--- config.mk ---
export PLATFORM = sky130hd
export DESIGN_NAME = eth_rx_fcs_check
export DESIGN_NICKNAME = d
export VERILOG_FILES = /design/src/rtl/eth_pkg.sv /design/src/rtl/crc32_d8_step.sv /design/src/rtl/eth_rx_fcs_check.sv
export SDC_FILE = /design/constraint.sdc
export NUM_CORES = 1
export LEC_CHECK = 0
export ABC_CLOCK_PERIOD_IN_PS = 2000
export CAP_MARGIN = 20
export CORE_MARGIN = 2
export CORE_UTILIZATION = 50
export DETAILED_ROUTE_END_ITERATION = 8
export PLACE_DENSITY = 0.73
export SLEW_MARGIN = 20
export SYNTH_ARGS = -nofsm -noshare
export SYNTH_HDL_FRONTEND = slang
export SYNTH_HIERARCHICAL = 1
export SYNTH_SLANG_ARGS = --single-unit
--- constraint.sdc ---
create_clock -name clk_i -period 2 [get_ports clk_i]
set_input_delay 0.4 -clock clk_i [delete_from_list [all_inputs] [get_ports clk_i]]
set_output_delay 0.4 -clock clk_i [all_outputs]
set_load 0.03 [all_outputs]
--- src/rtl/eth_pkg.sv ---
// Shared Ethernet receive definitions: framing constants, CRC32 parameters,
// receive FSM state encoding and a byte bit-reversal helper.
package eth_pkg;

  localparam logic [7:0]  ETH_PREAMBLE_BYTE = 8'h55;
  localparam logic [7:0]  ETH_SFD           = 8'hD5;
  localparam int unsigned ETH_HDR_LEN       = 8;
  localparam logic [31:0] ETH_CRC_INIT      = 32'hFFFF_FFFF;
  localparam logic [31:0] ETH_CRC_RESIDUE   = 32'hC704_DD7B;
  localparam logic [31:0] ETH_CRC_POLY      = 32'h04C1_1DB7;
  localparam int unsigned ETH_FCS_LEN       = 4;
  localparam int unsigned ETH_LEN_W         = 11;

  typedef enum logic [1:0] {
    RX_IDLE,
    RX_PREAMBLE,
    RX_DATA,
    RX_DROP
  } rx_state_e;

  // Ethernet sends bits LSB first; the MSB-first CRC register wants them mirrored
  function automatic logic [7:0] bit_rev8(input logic [7:0] b);
    logic [7:0] r;
    for (int i = 0; i < 8; i++) begin
      r[i] = b[7-i];
    end
    return r;
  endfunction

endpackage

--- src/rtl/crc32_d8_step.sv ---
// One byte step of the Ethernet CRC32 (MSB-first register, poly 04C11DB7).
// Purely combinational; the input byte is bit-reversed internally.
module crc32_d8_step
  import eth_pkg::*;
(
  input  logic [31:0] crc_i,
  input  logic [7:0]  data_i,
  output logic [31:0] crc_o
);

  logic [7:0]  data_rev;
  logic [31:0] crc_w;
  logic        fb;

  always_comb begin
    data_rev = bit_rev8(data_i);
    crc_w    = crc_i;
    fb       = 1'b0;
    for (int i = 7; i >= 0; i--) begin
      fb    = crc_w[31] ^ data_rev[i];
      crc_w = {crc_w[30:0], 1'b0} ^ (fb ? ETH_CRC_POLY : 32'h0);
    end
    crc_o = crc_w;
  end

endmodule

--- src/rtl/eth_rx_fcs_check.sv ---
// Receive-side preamble/SFD strip, CRC32 validation and FCS removal with
// per-frame verdict and saturating good/bad frame statistics.
module eth_rx_fcs_check
  import eth_pkg::*;
#(
  parameter int unsigned MIN_FRAME = 64,
  parameter int unsigned MAX_FRAME = 1518,
  parameter int unsigned CNT_W     = 16
) (
  input  logic             clk_i,
  input  logic             clear_i,
  input  logic [7:0]       rx_data_i,
  input  logic             rx_dv_i,
  input  logic             rx_er_i,
  output logic [7:0]       out_data_o,
  output logic             out_valid_o,
  output logic             frame_done_o,
  output logic             frame_ok_o,
  output logic [CNT_W-1:0] good_count_o,
  output logic [CNT_W-1:0] bad_count_o
);

  localparam int unsigned IDX_W    = 3;
  localparam int unsigned DLC_W    = 3;
  localparam int unsigned DL_DEPTH = ETH_FCS_LEN;

  localparam logic [ETH_LEN_W-1:0] LEN_SAT = '1;
  localparam logic [CNT_W-1:0]     CNT_SAT = '1;
  localparam logic [IDX_W-1:0]     SFD_IDX = IDX_W'(ETH_HDR_LEN - 1);
  localparam logic [DLC_W-1:0]     DL_FULL = DLC_W'(DL_DEPTH);

  rx_state_e                    state_q, state_d;
  logic [IDX_W-1:0]             idx_q, idx_d;
  logic [31:0]                  crc_q, crc_d;
  logic [ETH_LEN_W-1:0]         len_q, len_d;
  logic                         err_q, err_d;
  logic [DL_DEPTH-1:0][7:0]     dl_q, dl_d;
  logic [DLC_W-1:0]             dl_cnt_q, dl_cnt_d;
  logic [7:0]                   out_data_q, out_data_d;
  logic                         out_valid_q, out_valid_d;
  logic                         done_q, done_d;
  logic                         ok_q, ok_d;
  logic [CNT_W-1:0]             good_q, good_d;
  logic [CNT_W-1:0]             bad_q, bad_d;

  logic [31:0] crc_next;
  logic        len_ok;
  logic        verdict;

  crc32_d8_step u_crc (
    .crc_i  (crc_q),
    .data_i (rx_data_i),
    .crc_o  (crc_next)
  );

  assign len_ok  = (32'(len_q) >= MIN_FRAME) && (32'(len_q) <= MAX_FRAME);
  assign verdict = (crc_q == ETH_CRC_RESIDUE) && len_ok && !err_q;

  // Next-state and registered-output logic
  always_comb begin
    state_d     = state_q;
    idx_d       = idx_q;
    crc_d       = crc_q;
    len_d       = len_q;
    err_d       = err_q;
    dl_d        = dl_q;
    dl_cnt_d    = dl_cnt_q;
    out_data_d  = out_data_q;
    out_valid_d = 1'b0;
    done_d      = 1'b0;
    ok_d        = 1'b0;
    good_d      = good_q;
    bad_d       = bad_q;

    case (state_q)
      RX_DROP: begin
        if (!rx_dv_i) state_d = RX_IDLE;
      end

      RX_IDLE: begin
        if (rx_dv_i) begin
          if (rx_data_i == ETH_PREAMBLE_BYTE) begin
            state_d = RX_PREAMBLE;
            idx_d   = IDX_W'(1);
          end else begin
            state_d = RX_DROP;
          end
        end
      end

      RX_PREAMBLE: begin
        if (!rx_dv_i) begin
          state_d = RX_IDLE;
        end else if (idx_q == SFD_IDX) begin
          if (rx_data_i == ETH_SFD) begin
            state_d  = RX_DATA;
            crc_d    = ETH_CRC_INIT;
            len_d    = '0;
            err_d    = 1'b0;
            dl_cnt_d = '0;
          end else begin
            state_d = RX_DROP;
          end
        end else if (rx_data_i == ETH_PREAMBLE_BYTE) begin
          idx_d = idx_q + IDX_W'(1);
        end else begin
          state_d = RX_DROP;
        end
      end

      RX_DATA: begin
        if (rx_dv_i) begin
          crc_d = crc_next;
          if (len_q != LEN_SAT) len_d = len_q + ETH_LEN_W'(1);
          if (rx_er_i) err_d = 1'b1;
          // Last four bytes held back so the FCS never reaches the output
          dl_d = {dl_q[DL_DEPTH-2:0], rx_data_i};
          if (dl_cnt_q == DL_FULL) begin
            out_data_d  = dl_q[DL_DEPTH-1];
            out_valid_d = 1'b1;
          end else begin
            dl_cnt_d = dl_cnt_q + DLC_W'(1);
          end
        end else begin
          done_d   = 1'b1;
          ok_d     = verdict;
          dl_cnt_d = '0;
          state_d  = RX_IDLE;
          if (verdict) begin
            if (good_q != CNT_SAT) good_d = good_q + CNT_W'(1);
          end else begin
            if (bad_q != CNT_SAT) bad_d = bad_q + CNT_W'(1);
          end
        end
      end

      default: state_d = RX_DROP;
    endcase
  end

  always_ff @(posedge clk_i) begin
    if (clear_i) begin
      state_q     <= RX_DROP;
      idx_q       <= '0;
      crc_q       <= '0;
      len_q       <= '0;
      err_q       <= 1'b0;
      dl_q        <= '0;
      dl_cnt_q    <= '0;
      out_data_q  <= '0;
      out_valid_q <= 1'b0;
      done_q      <= 1'b0;
      ok_q        <= 1'b0;
      good_q      <= '0;
      bad_q       <= '0;
    end else begin
      state_q     <= state_d;
      idx_q       <= idx_d;
      crc_q       <= crc_d;
      len_q       <= len_d;
      err_q       <= err_d;
      dl_q        <= dl_d;
      dl_cnt_q    <= dl_cnt_d;
      out_data_q  <= out_data_d;
      out_valid_q <= out_valid_d;
      done_q      <= done_d;
      ok_q        <= ok_d;
      good_q      <= good_d;
      bad_q       <= bad_d;
    end
  end

  assign out_data_o   = out_data_q;
  assign out_valid_o  = out_valid_q;
  assign frame_done_o = done_q;
  assign frame_ok_o   = ok_q;
  assign good_count_o = good_q;
  assign bad_count_o  = bad_q;

endmodule

==> flow_metrics.tcl, run 1 <==
set metrics [dict create \
    drv_cap 0 \
    synth-seq-area-share_pct 39.6 \
    clock_sinks 127 \
    cp_cell_sequence "nor4bb_2 > buf_4 > nand4_1 > nor4_2 > nand4_1 > buf_6 > or4_1 > a21oi_1" \
    netlist.area_leader.share_pct 39.6 \
    utilization_pct 75.1 \
    path_clk_slew_ns 0.06 \
    drt-pass1-iter-count 5 \
    yosysTopAreaCell "dfxtp_1" \
    ys_top_cells_by_area "dfxtp_1, nand2_1, a21oi_1" \
    synthArstFlopShare_pct 0 \
    clockRootBuffer "clkbuf_16" \
    critPathCaptureType "flip-flop" \
    post_drt_wl_per_cell_microns 16.9 \
    drtIter0Drc 514 \
    cts_tree "yes" \
    startpoint_type "flip-flop" \
    synth_cells 743 \
    syn_to_final_growth_pct 46.8 \
    synth_cell_types 54 \
    relSlewSlack_pct 67.7 \
    p_per_area_nw_per_um2 762 \
    design.core.area_sq_um 12600 \
    overflow 0 \
    cts_made_buffers 17 \
    insertion_delay_ns 0.43 \
    synth_fp_nets 763 \
    die_w_microns 117 \
    synth_commonest_cells "dfxtp_1, nand2_1, nor2_1, a21oi_1, clkbuf_1" \
    synth_edf_count 0 \
    port-buffer-count 54 \
    clock.fmax_mhz 449 \
    die_area_sq_um 13800 \
    status "complete, but fails checks" \
    io_pins 55 \
    yosysWarnings 6 \
    worstPathMaxFanout 14 \
    grt_first_pass_wirelength_microns 28700 \
    start_util_pct 51.1 \
    rsz0062_at_grt "yes" \
    dpl_cell_area_sq_um 8120 \
    drt-total-wl_microns 18800 \
    gp_congestion 0.923 \
    antenna_cells 0 \
    syn_area_per_cell_sq_um 8.65 \
    path_common_cell "nand4_1" \
    layout_setup_ws_ns -0.227 \
    synth.most_common_cell "dfxtp_1" \
    critPathMaxStageDelay_ns 0.39 \
    cts_max_level 4 \
    setup_viol 33 \
    grt_pass1_vias 5796 \
    synthFlopType "dfxtp_1" \
    required_ns 2.34 \
    leakage_nw 3.73 \
    slowest_stage "or4_1" \
    drtAntennaViolNets 0 \
    synth_area_sq_um 6430 \
    hp-class "primary input to flip-flop" \
    fin_crit_sh_pct 111 \
    grt_max_degree 43 \
    slew_viol_final 0 \
    drive_above_1_share_pct 30.6 \
    drc_errors 0 \
    via_per_inst 5.54 \
    clock_path_buffers 2 \
    ys_seq_elements 127 \
    tightest_slew_ns 0.484 \
    track_usage_pct 25.6 \
    skew_ns 0.0110 \
    nets 947 \
    hold_viol 0 \
    vias 6162 \
    crit_arrival_ns 2.57 \
    nFillCells 846 \
    place_hpwl_microns 11600 \
    fp.dieH_microns 117 \
    antenna_found_initial 0 \
    finalWorstPathRequiredPeriod_ns 2.23 \
    fin_area_sq_um 9430 \
    irDropWorstVdd_v 0.000682 \
    violations "negative setup slack" \
    crit_type "flip-flop to flip-flop" \
    num_rows 41 \
]
==> placed cells by master, fill, tap and decap left out, drive strengths merged, types with 8 or more instances in the layout <==
| cell type | instances |
|---|---|
| a211oi | 33 |
| buf | 155 |
| xnor3 | 8 |
| nor3 | 9 |
| and4 | 8 |
| nor2 | 97 |
| nor2b | 11 |
| dlymetal6s2s | 8 |
| nand4 | 11 |
| nand3 | 21 |
| or4 | 9 |
| and3 | 9 |
| clkdlybuf4s50 | 43 |
| xor3 | 10 |
| xor2 | 10 |
| ha | 8 |
| clkbuf | 21 |
| o21ai | 23 |
| or3 | 17 |
| inv | 13 |
| a21oi | 78 |
| dfxtp | 127 |
| nand2 | 105 |
| xnor2 | 36 |
==> registers in the layout, indices dropped and copies added, names as in the netlist <==
register / cells
bad_count_o: 16
crc_q: 32
err_q: 1
frame_done_o: 1
out_valid_o: 1
frame_ok_o: 1
good_count_o: 16
dl_cnt_q: 3
len_q: 11
out_data_o: 8
dl_q: 32
state_q: 2
idx_q: 3
==> timing repair <==
action / in CTS / in global routing
hold buffers: 0 / 0
gates resized for setup: 42 / 70
hold endpoints to repair: 0 / 0
buffers inserted: 2 / 15
pin swaps: 11 / 22
gates cloned: 4 / 3
setup endpoints to repair: 72 / 78
==> final cells by class <==
class / instances / area, sq um / share of cell area, %
multi-input combinational: 561 / 4060 / 43.0
sequential: 127 / 2570 / 27.2
timing repair buffer: 211 / 1970 / 20.9
clock buffer: 18 / 429 / 4.55
tap: 172 / 215 / 2.28
clock inverter: 14 / 159 / 1.68
inverter: 9 / 33.8 / 0.358
==> through the flow <==
step / power [W] / hold slack (ns) / setup TNS, ns / setup slack (ns) / instances
2_1_floorplan: 0.00355 / 0.432 / -0.263 / -0.0799 / 743
3_3_place_gp: 0.00399 / 0.442 / -28.84 / -0.522 / 1056
3_5_place_dp: 0.00402 / 0.442 / -30.83 / -0.559 / 1056
4_1_cts: 0.00710 / 0.409 / -5.41 / -0.243 / 1094
5_1_grt: 0.00743 / 0.311 / -8.47 / -0.366 / 1112
6_report: 0.00719 / 0.313 / -4.33 / -0.227 / 1112
==> path summary, 6_finish.rpt <==
kind              cells past startpoint  slack [ns]                to          from
setup / recovery                      8       -0.23  good_count_o[14]     crc_q[13]
hold / removal                        3        0.31           dl_q[3]  rx_data_i[3]
setup reg to reg                      8       -0.23  good_count_o[14]     crc_q[13]
hold reg to reg                       2        0.45          dl_q[19]      dl_q[11]
==> layer usage <==
metal  up-vias  share of wire (%)  GRT usage (%)
met5         -                  0              0
met4         0                2.1           7.83
met3        37                4.6           5.89
met2       195                 51           44.4
met1      2944                 42           31.5
li1       2986                  -              -
==> logic make-up (layout without fill, tap and decap cells) <==
| logic type | count (synthesis) | count (layout) | share of synthesized area, % |
|---|---|---|---|
| compound gates | 154 | 154 | 14.1 |
| mux | 11 | 11 | 1.85 |
| simple gates | 324 | 324 | 24.2 |
| buf+inv | 55 | 252 | 3.35 |
| flops | 127 | 127 | 39.6 |
| fa+ha+maj | 8 | 8 | 1.56 |
| xor+xnor | 64 | 64 | 15.4 |
==> power breakdown <==
part	switching, W	internal, W	leakage (nW)
Clock	0.00122	0.00185	0.278
Sequential	0.0000414	0.00259	1.04
Combinational	0.000646	0.000838	2.42
Total	0.00191	0.00527	3.73
==> critical path: cells and delay by family (launching register included) <==
family | cells | cell delay (ns)
AOI/OAI and AO/OA | 1 | 0.17
and+or+nand+nor | 5 | 1.27
buffers and inverters | 2 | 0.37
DFF | 1 | 0.33
Power figures use the tool's default switching activity.
==> run 2, diff against run 1 <==
--- a/config.mk
+++ b/config.mk
@@ -9,6 +9,7 @@
 export CAP_MARGIN = 20
 export CORE_MARGIN = 2
 export CORE_UTILIZATION = 50
+export CTS_CLUSTER_SIZE = 25
 export DETAILED_ROUTE_END_ITERATION = 8
 export PLACE_DENSITY = 0.73
 export SLEW_MARGIN = 20
==> results of run 2 <==
Same layout as run 1: the final DEF is identical, and so are final timing and power.
